### config.mk
export PLATFORM = sky130hd
export DESIGN_NAME = imem_boot_loader
export DESIGN_NICKNAME = d
export VERILOG_FILES = /design/src/rtl/boot_pkg.sv /design/src/rtl/byte_word_packer.sv /design/src/rtl/imem_boot_loader.sv
export SDC_FILE = /design/constraint.sdc
export NUM_CORES = 1
export LEC_CHECK = 0
export ABC_AREA = 0
export BUFFER_PORTS_ARGS = -buffer_cell sky130_fd_sc_hd__buf_4
export CAP_MARGIN = 20
export CORE_ASPECT_RATIO = 1.25
export CORE_MARGIN = 2
export CORE_UTILIZATION = 35
export CTS_BUF_LIST = sky130_fd_sc_hd__clkbuf_4 sky130_fd_sc_hd__clkbuf_8
export CTS_CLUSTER_SIZE = 24
export DETAILED_ROUTE_END_ITERATION = 7
export GPL_ROUTABILITY_DRIVEN = 0
export PLACE_DENSITY = 0.58
export SYNTH_ARGS = -nofsm -noshare
export SYNTH_HDL_FRONTEND = slang
export SYNTH_SLANG_ARGS = --single-unit
export TNS_END_PERCENT = 10
### constraint.sdc
create_clock -name clk -period 2.9 [get_ports clk]
set_input_delay 0.145 -clock clk [delete_from_list [all_inputs] [get_ports clk]]
set_output_delay 0.145 -clock clk [all_outputs]
set_load 0.005 [all_outputs]
### src/rtl/boot_pkg.sv
// Shared types for the instruction-memory boot loader: FSM states and field widths.
package boot_pkg;
    localparam int BOOT_CNT_W = 16;
    localparam int LANE_W     = 2;

    typedef enum logic [2:0] {
        S_LEN0,
        S_LEN1,
        S_DATA,
        S_WR,
        S_CHK,
        S_DONE,
        S_ERR
    } boot_state_e;
endpackage

### src/rtl/byte_word_packer.sv
// Packs accepted bytes little-endian into 32-bit words; word_vld_o pulses for one
// cycle on the edge that takes the 4th byte, and word_o holds until the next word.
module byte_word_packer
    import boot_pkg::*;
(
    input  logic        clk,
    input  logic        rst,
    input  logic        byte_vld_i,
    input  logic [7:0]  byte_i,
    output logic        last_byte_o,
    output logic        word_vld_o,
    output logic [31:0] word_o
);

    logic [LANE_W-1:0] lane_q;
    logic [31:0]       sr_q;
    logic [31:0]       word_q;
    logic              word_vld_q;

    assign last_byte_o = byte_vld_i && (lane_q == LANE_W'(3));
    assign word_vld_o  = word_vld_q;
    assign word_o      = word_q;

    always_ff @(posedge clk) begin
        if (rst) begin
            lane_q     <= '0;
            sr_q       <= '0;
            word_q     <= '0;
            word_vld_q <= 1'b0;
        end else begin
            word_vld_q <= 1'b0;
            if (byte_vld_i) begin
                sr_q[8*lane_q +: 8] <= byte_i;
                lane_q              <= lane_q + LANE_W'(1);
                if (last_byte_o) begin
                    word_q     <= {byte_i, sr_q[23:0]};
                    word_vld_q <= 1'b1;
                end
            end
        end
    end

endmodule

### src/rtl/imem_boot_loader.sv
// Loads a framed, XOR-checksummed byte stream into instruction memory and holds the
// core in reset until the whole frame has arrived with a matching checksum.
module imem_boot_loader
    import boot_pkg::*;
#(
    parameter int DEPTH_WORDS = 64,
    parameter int CNT_W       = BOOT_CNT_W
) (
    input  logic        clk,
    input  logic        rst,
    input  logic        in_valid,
    input  logic [7:0]  in_data,
    output logic        in_ready,
    output logic        imem_we,
    output logic [31:0] imem_addr,
    output logic [31:0] imem_wdata,
    output logic        core_rst,
    output logic        done,
    output logic        error
);

    localparam logic [CNT_W-1:0] DEPTH_C = CNT_W'(DEPTH_WORDS);

    boot_state_e      state_q, state_d;
    logic [CNT_W-1:0] cnt_q, cnt_d;
    logic [CNT_W-1:0] idx_q, idx_d;
    logic [7:0]       chk_q, chk_d;
    logic [31:0]      addr_q, addr_d;
    logic             done_q, error_q, core_rst_q;
    logic             accept;
    logic             data_acc;
    logic             word_last;

    assign in_ready = (state_q == S_LEN0) || (state_q == S_LEN1) ||
                      (state_q == S_DATA) || (state_q == S_CHK);
    assign accept   = in_valid && in_ready;
    assign data_acc = accept && (state_q == S_DATA);

    byte_word_packer u_packer (
        .clk        (clk),
        .rst        (rst),
        .byte_vld_i (data_acc),
        .byte_i     (in_data),
        .last_byte_o(word_last),
        .word_vld_o (imem_we),
        .word_o     (imem_wdata)
    );

    always_comb begin
        state_d = state_q;
        cnt_d   = cnt_q;
        idx_d   = idx_q;
        chk_d   = chk_q;
        addr_d  = addr_q;
        case (state_q)
            S_LEN0: if (accept) begin
                cnt_d   = CNT_W'(in_data);
                state_d = S_LEN1;
            end
            S_LEN1: if (accept) begin
                cnt_d = CNT_W'({in_data, cnt_q[7:0]});
                if (cnt_d > DEPTH_C)       state_d = S_ERR;
                else if (cnt_d == '0)      state_d = S_CHK;
                else                       state_d = S_DATA;
            end
            S_DATA: if (accept) begin
                chk_d = chk_q ^ in_data;
                if (word_last) begin
                    // Address is captured alongside the word so both appear in the S_WR cycle.
                    addr_d  = 32'({idx_q, 2'b00});
                    state_d = S_WR;
                end
            end
            S_WR: begin
                idx_d   = idx_q + CNT_W'(1);
                state_d = (idx_d == cnt_q) ? S_CHK : S_DATA;
            end
            S_CHK: if (accept) begin
                state_d = (in_data == chk_q) ? S_DONE : S_ERR;
            end
            default: ;
        endcase
    end

    always_ff @(posedge clk) begin
        if (rst) begin
            state_q    <= S_LEN0;
            cnt_q      <= '0;
            idx_q      <= '0;
            chk_q      <= '0;
            addr_q     <= '0;
            done_q     <= 1'b0;
            error_q    <= 1'b0;
            core_rst_q <= 1'b1;
        end else begin
            state_q    <= state_d;
            cnt_q      <= cnt_d;
            idx_q      <= idx_d;
            chk_q      <= chk_d;
            addr_q     <= addr_d;
            done_q     <= (state_d == S_DONE);
            error_q    <= (state_d == S_ERR);
            core_rst_q <= (state_d != S_DONE);
        end
    end

    assign imem_addr = addr_q;
    assign done      = done_q;
    assign error     = error_q;
    assign core_rst  = core_rst_q;

endmodule

* Yosys cells after proc, flatten, opt, wreduce, memory -nomap -nowiden
Cells that the tools add are included.
** Operators by class
- Add/subtract/negate cells :: 3
- Magnitude comparators :: 1
- Equality and inequality tests :: 12
- Shift operators :: 2
- Multiplexer cells :: 15
- Bitwise gates (word level) :: 3
- Reduce and logical (&&, ||, !) cells :: 15
** Operators with widths (number)
- $neg A5 Y34 :: 1
- $shift A8 B34 Y32 const A :: 1
- $shiftx A8 B34 Y32 :: 1
- $bwmux W32 :: 1
- $mux W16 :: 2
- $pmux W16 S2 :: 1
- $mux W3 :: 8
- $add A16 B1 Y16 const B :: 1
- $eq A16 B16 Y1 :: 1
- $gt A16 B7 Y1 const B :: 1
- $logic_not A16 Y1 :: 1
- $pmux W3 S5 :: 1
- $eq A3 B3 Y1 const B :: 3
- $reduce_and A3 Y1 :: 3
- $eq A8 B8 Y1 :: 1
- $xor A8 B8 Y8 :: 1
- $eq A3 B2 Y1 const B :: 2
- $ne A2 B2 Y1 const B :: 2
- $reduce_and A2 Y1 :: 2
- $eq A3 B1 Y1 const B :: 1
- $logic_and A1 B1 Y1 :: 3
- $logic_not A3 Y1 :: 1
- $logic_or A1 B1 Y1 :: 3
- $ne A3 B3 Y1 const B :: 1
- other kinds (7) :: 8
** Storage, ports and cells
- Flip-flop bits (word level) :: 129
- Output and inout bits :: 69
- Logic and storage cells :: 64

* Depth between registers and ports, before layout
Gate-level depths: netlist (run 1).
- Depth in word-level cells :: 11
- Mapped depth :: 9

* Cells and area by module
From an unflattened synthesis (run 1), not the netlist that was laid out.
** Unflattened totals
- Cells, all modules :: 650
- Area, all modules :: 5854.4 um^2
** Modules (own cells, without submodules)
- imem_boot_loader :: instances 1, cells an instance 416, area each 3370.7 um^2
- byte_word_packer :: instances 1, cells an instance 234, area each 2483.6 um^2

* Worst setup path after synthesis (run 1)
Ideal clock, no wire load.
- Kind :: reg2reg
- From :: reg idx_q[0]
- To :: reg core_rst_q (netlist: core_rst)
- Data arrival time :: 2256 ps
- Setup slack :: 517 ps
- Stages on the path, launching flop included :: 9
- Clock period less this slack :: 2383 ps
- Cells stage by stage :: dfxtp_1 -> ha_1 -> xnor2_2 -> xnor2_1 -> a2111oi_2 -> o2111ai_1 -> a2111oi_4 -> a31oi_1 -> or3_1
** Between the ends
- Word-level cells in the longest chain between the ends :: 5
** Ends and longest elaborated chain
- start, declared :: RTL line imem_boot_loader.sv:26 : logic [CNT_W-1:0] idx_q, idx_d;
- start signal, assigned :: RTL line imem_boot_loader.sv:98 : idx_q <= idx_d;
- $add A16 B1 Y16 :: RTL line imem_boot_loader.sv:75 : idx_d = idx_q + CNT_W'(1);
- $eq A16 B16 Y1 :: RTL line imem_boot_loader.sv:76 : state_d = (idx_d == cnt_q) ? S_CHK : S_DATA;
- $mux W3 :: RTL line imem_boot_loader.sv:76
- $pmux W3 S5 :: RTL line imem_boot_loader.sv:55 : case (state_q)
- $ne A3 B3 Y1 :: RTL line imem_boot_loader.sv:103 : core_rst_q <= (state_d != S_DONE);
- end signal, assigned :: RTL line imem_boot_loader.sv:103
- end, declared :: RTL line imem_boot_loader.sv:29 : logic done_q, error_q, core_rst_q;
No other way between the ends.
A chain may end at the register's enable or synchronous reset.

* Worst setup path in the final report (run 1)
- From :: reg idx_q[5]
- To :: reg core_rst_q (netlist: core_rst)
The elaborated chain is that of the path after synthesis.

==> results of run 1 <==
cell type report:
cell class / instances / share of cell area, %
timing repair buffer: 77 / 9.05
inverter: 7 / 0.411
multi-input combinational: 508 / 42.6
sequential: 121 / 37.9
tap: 208 / 4.07
clock buffer: 19 / 3.90
clock inverter: 13 / 2.04
routing by layer:
layer,vias up,track usage [%]
met1,2244,18.9
met3,18,3.63
met4,0,7.80
met5,-,0
li1,2361,-
met2,92,29.2
where the power goes:
| part | switching, mW | internal (mW) |
|---|---|---|
| Combinational | 0.271 | 0.172 |
| Clock | 0.663 | 0.772 |
| Sequential | 0.0752 | 1.72 |
sequential cells by signal, summed over array words and instances (netlist names):
register and cells:
u_packer.word_o 32, u_packer.sr_q 24, cnt_q 16, idx_q 16, imem_addr 16, chk_q 8, state_q 3, u_packer.lane_q 2
core_rst 1, done 1, error 1, u_packer.word_vld_o 1
how the worst max path moves through the flow:
stage	startpoint	to	slack (ns)	depth (start not counted)
after floorplan	idx_q[0]	core_rst	0.52	8
after global placement	idx_q[5]	core_rst	0.41	7
after detailed placement	idx_q[5]	core_rst	0.31	7
after CTS	idx_q[5]	core_rst	0.30	7
after global routing	idx_q[1]	core_rst	0.06	8
final	idx_q[5]	core_rst	0.28	7
kinds of logic after synthesis:
logic type | Yosys count | share of synthesized area [%]
AOI/OAI and AO/OA | 128 | 13.5
xor gates and xnor gates | 49 | 8.02
adders and majority gates | 6 | 1.38
buffers and inverters | 73 | 6.51
DFF | 121 | 44.5
other | 1 | 0.0689
and+or+nand+nor | 309 | 26.0
worst register-to-register path, stage by stage, from the launching register on:
cell and delay [ns]:
dfxtp_1 0.51, nand3_2 0.26, or4_1 0.57, a32oi_1 0.18, o2111ai_1 0.15, nor3_2 0.24, a31oi_1 0.21, or3_1 0.39
placed cells by master (no fill, tap or decap), types with 5 or more instances in the layout:
cell type and count:
nand3_1 44, ha_1 6, nor3_1 10, nor4_1 5
dfxtp_1 121, and2_1 5, nand4_1 5, a21oi_1 93
conb_1 16, clkbuf_8 17, nand2_1 168, clkinv_2 6
o21ai_0 11, nor2_1 36, or3_1 7, xor2_1 22
inv_1 7, xnor2_1 26, buf_4 77
==> qor.yml, run 1 <==
outcome:
  status: "finished, final reports clean"
timing:
  hold_viol_final: 0
  finalSetupViolations: 0
  fin_crit_sh_pct: 90.3
  fin_setup_tns_ns: 0
  slew_viol_final: 0
  setup_slack_ns: 0.281
  worst_pin_slew_ns: 0.846
  fmax_ghz: 0.382
  worst_clock_skew_ns: 0.00824
  rsz0062_at_grt: "no"
  hold_slack_ns: 0.0356
  finalCriticalPeriod_ns: 2.62
  slew_headroom_pct: 43.5
logic_synthesis:
  synth_warnings: 0
  synth-async-reset-ratio_pct: 0
  synthesis.area_um2: 5440
  synthFlopType: "dfxtp_1"
  synthCells: 687
  synth_edf_count: 0
  yosysMostFrequentCell: "nand2_1"
  yosysUniqueCellTypes: 53
  ys_seq_area_share_pct: 44.5
  synth_top_area_cell: "dfxtp_1"
  yosys-top-cells-area: "dfxtp_1 (45%), nand2_1 (12%), a21oi_1 (8.6%)"
  synth_common_cells: "nand2_1 (168), dfxtp_1 (121), a21oi_1 (93), nand3_1 (44), clkbuf_1 (42)"
  ys_ff_latch: 121
  avgSynthCellArea_um2: 7.92
  synth_top_cell_area_share_pct: 44.5
worst_setup_path:
  critPathTopFamily: "simple AND/OR/NAND/NOR gates"
  critPathMaxFanout: 10
  ff2ff_setup_slack_ns: 0.28
  cp_slowest_stage_delay_ns: 0.57
  crit_required_ns: 3.22
  critPathSlowestCell: "or4_1"
  cp_data_arrival_time_ns: 2.94
  rr_startpoint: "idx_q[5]"
  crit_buf_inv: 0
  start_kind: "flip-flop"
  worst_setup_path_end_kind: "flip-flop"
  cp_cell_sequence: "nand3_2, or4_1, a32oi_1, o2111ai_1, nor3_2, a31oi_1, or3_1"
  critPathKind: "flip-flop to flip-flop"
  rr_worst_depth: 7
  rr_endpoint: "core_rst"
clocking:
  clk_latency_ns: 0.44
  cts_sinks: 121
  h-tree-depth: 4
  cts_root_buffer: "clkbuf_8"
  cts_made_buffers: 17
  cts_resized: 0
  clk_path_buf_depth: 2
  cts_setup_buffers: 0
  cts_tree: "built"
  clk_pin_slew_ns: 0.07
  hold_buffers: 0
cells_and_area:
  fin_cells: 953
  multi_input_area_um2: 2720
  area_delta_synth_final_pct: 17.4
  final_core_util_pct: 42.4
  design_area_um2: 6390
  layout.nets: 749
  num_antenna_cells: 0
  fill_cells: 1547
  layout-drive-gt1-share_pct: 16.4
  ff_latch_area_um2: 2420
global_routing:
  overflow: 0
  grt_pass1_wl_um: 21600
  grt_start_max_net_pins: 47
  grt_pass1_vias: 4470
  grt_use_total_pct: 16.6
  antenna_found_initial: 0
floorplanning:
  std_cell_rows: 50
  die_width_um: 116
  ios: 80
  fp.dieArea_um2: 16600
  chipHeight_um: 143
  core_um2: 15100
  start_util_pct: 36.1
run:
  max-cap-violations: 0
drt:
  first_iter_violations: 190
  vias: 4715
  viasPerCell: 4.95
  route.detailed.drc: 0
  top_layer: "met4"
  first_pass_iters: 4
  wl_met1_um: 5510
  routed-wl-met3_um: 522
  drt.antenna.violating_nets: 0
  routedWlPerCell_um: 14.0
  wirelength_um: 13300
  wl_met2_um: 7060
power_and_ir_drop:
  power_mw: 3.67
  max-vdd-ir-drop_uv: 347
  p_leak_nw: 2.31
  p_per_area_nw_per_um2: 575
worst_hold_path:
  min_from: "in_data[4]"
  hp-class: "input port to flip-flop"
  hold_path_end: "u_packer.word_o[28]"
  hold_depth: 3
place:
  hpwlAfterDp_um: 9510
  io_buffer_count: 63
  dp_cells: 921
  dp_slack_ns: 0.307
  place_area_um2: 6010
Power figures use the tool's default switching activity.
==> run 2, diff against run 1 <==
--- a/config.mk
+++ b/config.mk
@@ -10,12 +10,13 @@
 export CAP_MARGIN = 20
 export CORE_ASPECT_RATIO = 1.25
 export CORE_MARGIN = 2
-export CORE_UTILIZATION = 35
+export CORE_UTILIZATION = 40
 export CTS_BUF_LIST = sky130_fd_sc_hd__clkbuf_4 sky130_fd_sc_hd__clkbuf_8
 export CTS_CLUSTER_SIZE = 24
 export DETAILED_ROUTE_END_ITERATION = 7
 export GPL_ROUTABILITY_DRIVEN = 0
-export PLACE_DENSITY = 0.58
+export GPL_TIMING_DRIVEN = 0
+export PLACE_DENSITY = 0.64
 export SYNTH_ARGS = -nofsm -noshare
 export SYNTH_HDL_FRONTEND = slang
 export SYNTH_SLANG_ARGS = --single-unit
==> run 2 against run 1 <==
Clock skew is essentially flat. Clock power is essentially flat. Largest power group unchanged. Critical path depth grew 1. Routed wire length grew 5.8%. Final cell count grew 0.63%. Hold slack gained 0.15 ns. Cell area grew 2.0%. Non-clock buffer count grew 43. Sequential cell count is the same. Critical path type unchanged. Sequential power is essentially flat. Core utilization grew 6.7 points.
==> qor.yml, run 2 (same netlist as run 1, synthesis figures left out) <==
outcome:
  status: "finished, final reports clean"  # unchanged
worst_setup_path:
  crit_required_ns: 3.22  # about the same
  critPathKind: "flip-flop to flip-flop"  # unchanged
  start_kind: "flip-flop"  # unchanged
  worst_setup_path_end_kind: "flip-flop"  # unchanged
  critPathMaxFanout: 7  # was 10
  cp_data_arrival_time_ns: 3.09  # was 2.94 ns
  startpoint: "idx_q[0]"  # was idx_q[5]
  rr_startpoint: "idx_q[0]"  # was idx_q[5]
floorplanning:
  core_um2: 13300  # was 15,100 um2
  die_width_um: 108  # was 116 um
  start_util_pct: 41.0  # was 36.1%
  ios: 80  # unchanged
  fp.dieArea_um2: 14600  # was 16,600 um2
  std_cell_rows: 47  # was 50
  chipHeight_um: 134  # was 143 um
timing:
  fin_crit_sh_pct: 95.6  # was 90.3%
  slew_viol_final: 0  # unchanged
  worst_clock_skew_ns: 0.00870  # was 0.00824 ns
  finalSetupViolations: 0  # unchanged
  rsz0062_at_grt: "no"  # unchanged
  fmax_ghz: 0.361  # was 0.382 GHz
  hold_viol_final: 0  # unchanged
  slew_headroom_pct: 41.9  # was 43.5%
  worst_pin_slew_ns: 0.869  # was 0.846 ns
  finalCriticalPeriod_ns: 2.77  # was 2.62 ns
  fin_setup_tns_ns: 0  # unchanged
power_and_ir_drop:
  max-vdd-ir-drop_uv: 363  # was 347 uV
  combPwrFrac_pct: 12.8  # was 12.1%
  seq_power_share_pct: 48.1  # was 48.9%
  power_mw: 3.69  # was 3.67 mW
  power.share.switching_pct: 28.3  # was 27.5%
  p_int_mw: 2.65  # was 2.66 mW
  p_switching_mw: 1.04  # was 1.01 mW
  p_per_area_nw_per_um2: 567  # was 575 nW/um2
  p_leak_nw: 2.39  # was 2.31 nW
  p_clk_share_pct: 39.0  # was 39.1%
clocking:
  cts_sinks: 121  # unchanged
  cts_setup_buffers: 0  # unchanged
  clk_path_buf_depth: 2  # unchanged
  h-tree-depth: 4  # unchanged
  cts_root_buffer: "clkbuf_8"  # unchanged
  clk_latency_ns: 0.43  # was 0.44 ns
  cts_tree: "built"  # unchanged
  clk_pin_slew_ns: 0.07  # about the same
  cts_made_buffers: 17  # unchanged
  hold_buffers: 0  # unchanged
drt:
  first_iter_violations: 325  # was 190
  viasPerCell: 5.14  # was 4.95
  first_pass_iters: 7  # was 4
  vias: 4928  # was 4,715
  route.detailed.drc: 0  # unchanged
  drt.antenna.violating_nets: 0  # unchanged
  wirelength_um: 14100  # was 13,300 um
  routedWlPerCell_um: 14.7  # was 14.0 um
global_routing:
  antenna_found_initial: 0  # unchanged
  overflow: 0  # unchanged
  grt_pass1_vias: 4871  # was 4,470
  grt_start_max_net_pins: 17  # was 47
  grt_pass1_wl_um: 23100  # was 21,600 um
  grt_use_total_pct: 20.1  # was 16.6%
worst_hold_path:
  hp-class: "input port to flip-flop"  # unchanged
  min_from: "in_data[6]"  # was in_data[4]
cells_and_area:
  num_antenna_cells: 0  # unchanged
  layout_common_cells: "nand2_1 (168), dfxtp_1 (121), a21oi_1 (93)"  # unchanged
  layout_commonest_cell: "nand2_1"  # unchanged
  layout.nets: 792  # was 749
  largest_reg_flops: 32  # unchanged
  fill_cells: 1320  # was 1,547
  layout-drive-gt1-share_pct: 16.0  # was 16.4%
  area_delta_synth_final_pct: 19.7  # was 17.4%
place:
  io_buffer_count: 55  # was 63
  hpwlAfterDp_um: 10300  # was 9510 um
run:
  max-cap-violations: 0  # unchanged
-- run 2: through the flow --
| stage | util [%] | instances | hold WS (ns) | cell area, um2 | setup WS [ns] |
|---|---|---|---|---|---|
| 2_1_floorplan | - | 702 | 0.429 | 5500 | 0.517 |
| 3_3_place_gp | 46.1 | 928 | 0.442 | 6130 | 0.153 |
| 3_5_place_dp | 46.1 | 928 | 0.447 | 6130 | 0.0421 |
| 4_1_cts | 49.0 | 960 | 0.171 | 6510 | 0.106 |
| 5_1_grt | 49.0 | 959 | 0.194 | 6520 | 0.0126 |
| 6_report | 49.0 | 959 | 0.186 | 6520 | 0.127 |
-- run 2: path summary, 6_finish.rpt --
check / end / slack, ns / cells after the start
setup / recovery: core_rst / 0.13 / 8
hold / removal: u_packer.word_o[30] / 0.19 / 3
setup reg to reg: core_rst / 0.13 / 8
hold reg to reg: u_packer.word_o[25] / 0.46 / 2
-- run 2: area by class of cell --
cell class | instances | area [um2] | share of cell area (%)
Tap cell | 171 | 214 | 3.28
Clock inverter | 11 | 96.3 | 1.48
Buffer | 65 | 325 | 4.99
Clock buffer | 21 | 283 | 4.34
Multi-Input combinational cell | 508 | 2740 | 42.0
Timing Repair Buffer | 55 | 413 | 6.34
Sequential cell | 121 | 2420 | 37.2
Inverter | 7 | 26.3 | 0.403
-- run 2: worst max-delay path, cell delays in order, from the launching register on --
cell     delay, ns
dfxtp_1       0.50
ha_1          0.30
nand3_1       0.25
nor2_1        0.35
xnor2_1       0.17
a31oi_1       0.14
nor3_2        0.36
a31oi_1       0.21
or3_1         0.37
-- run 2: power by group through the flow --
stage | Combinational [mW] | Sequential (mW) | Clock [mW]
after global placement | 0.453 | 1.81 | 0
after global routing | 0.523 | 1.78 | 1.53
after floorplan | 0.359 | 1.80 | 0
after detailed placement | 0.462 | 1.81 | 0
final | 0.474 | 1.78 | 1.44
after CTS | 0.465 | 1.78 | 1.45
-- run 2: what timing repair did --
| action | in CTS | in global routing |
|---|---|---|
| pin swaps | 0 | 0 |
| setup endpoints to repair | 1 | 19 |
| resized for setup | 1 | 3 |
| endpoints found under the hold margin | 0 | 0 |
-- run 2: metal layers --
metal | wire length (um) | global-route usage (%) | up-vias
li1 | - | - | 2453
met1 | 5600 | 21.7 | 2305
met2 | 7550 | 37.5 | 138
met3 | 618 | 4.18 | 32
met4 | 325 | 8.40 | 0
met5 | 0 | 0 | -
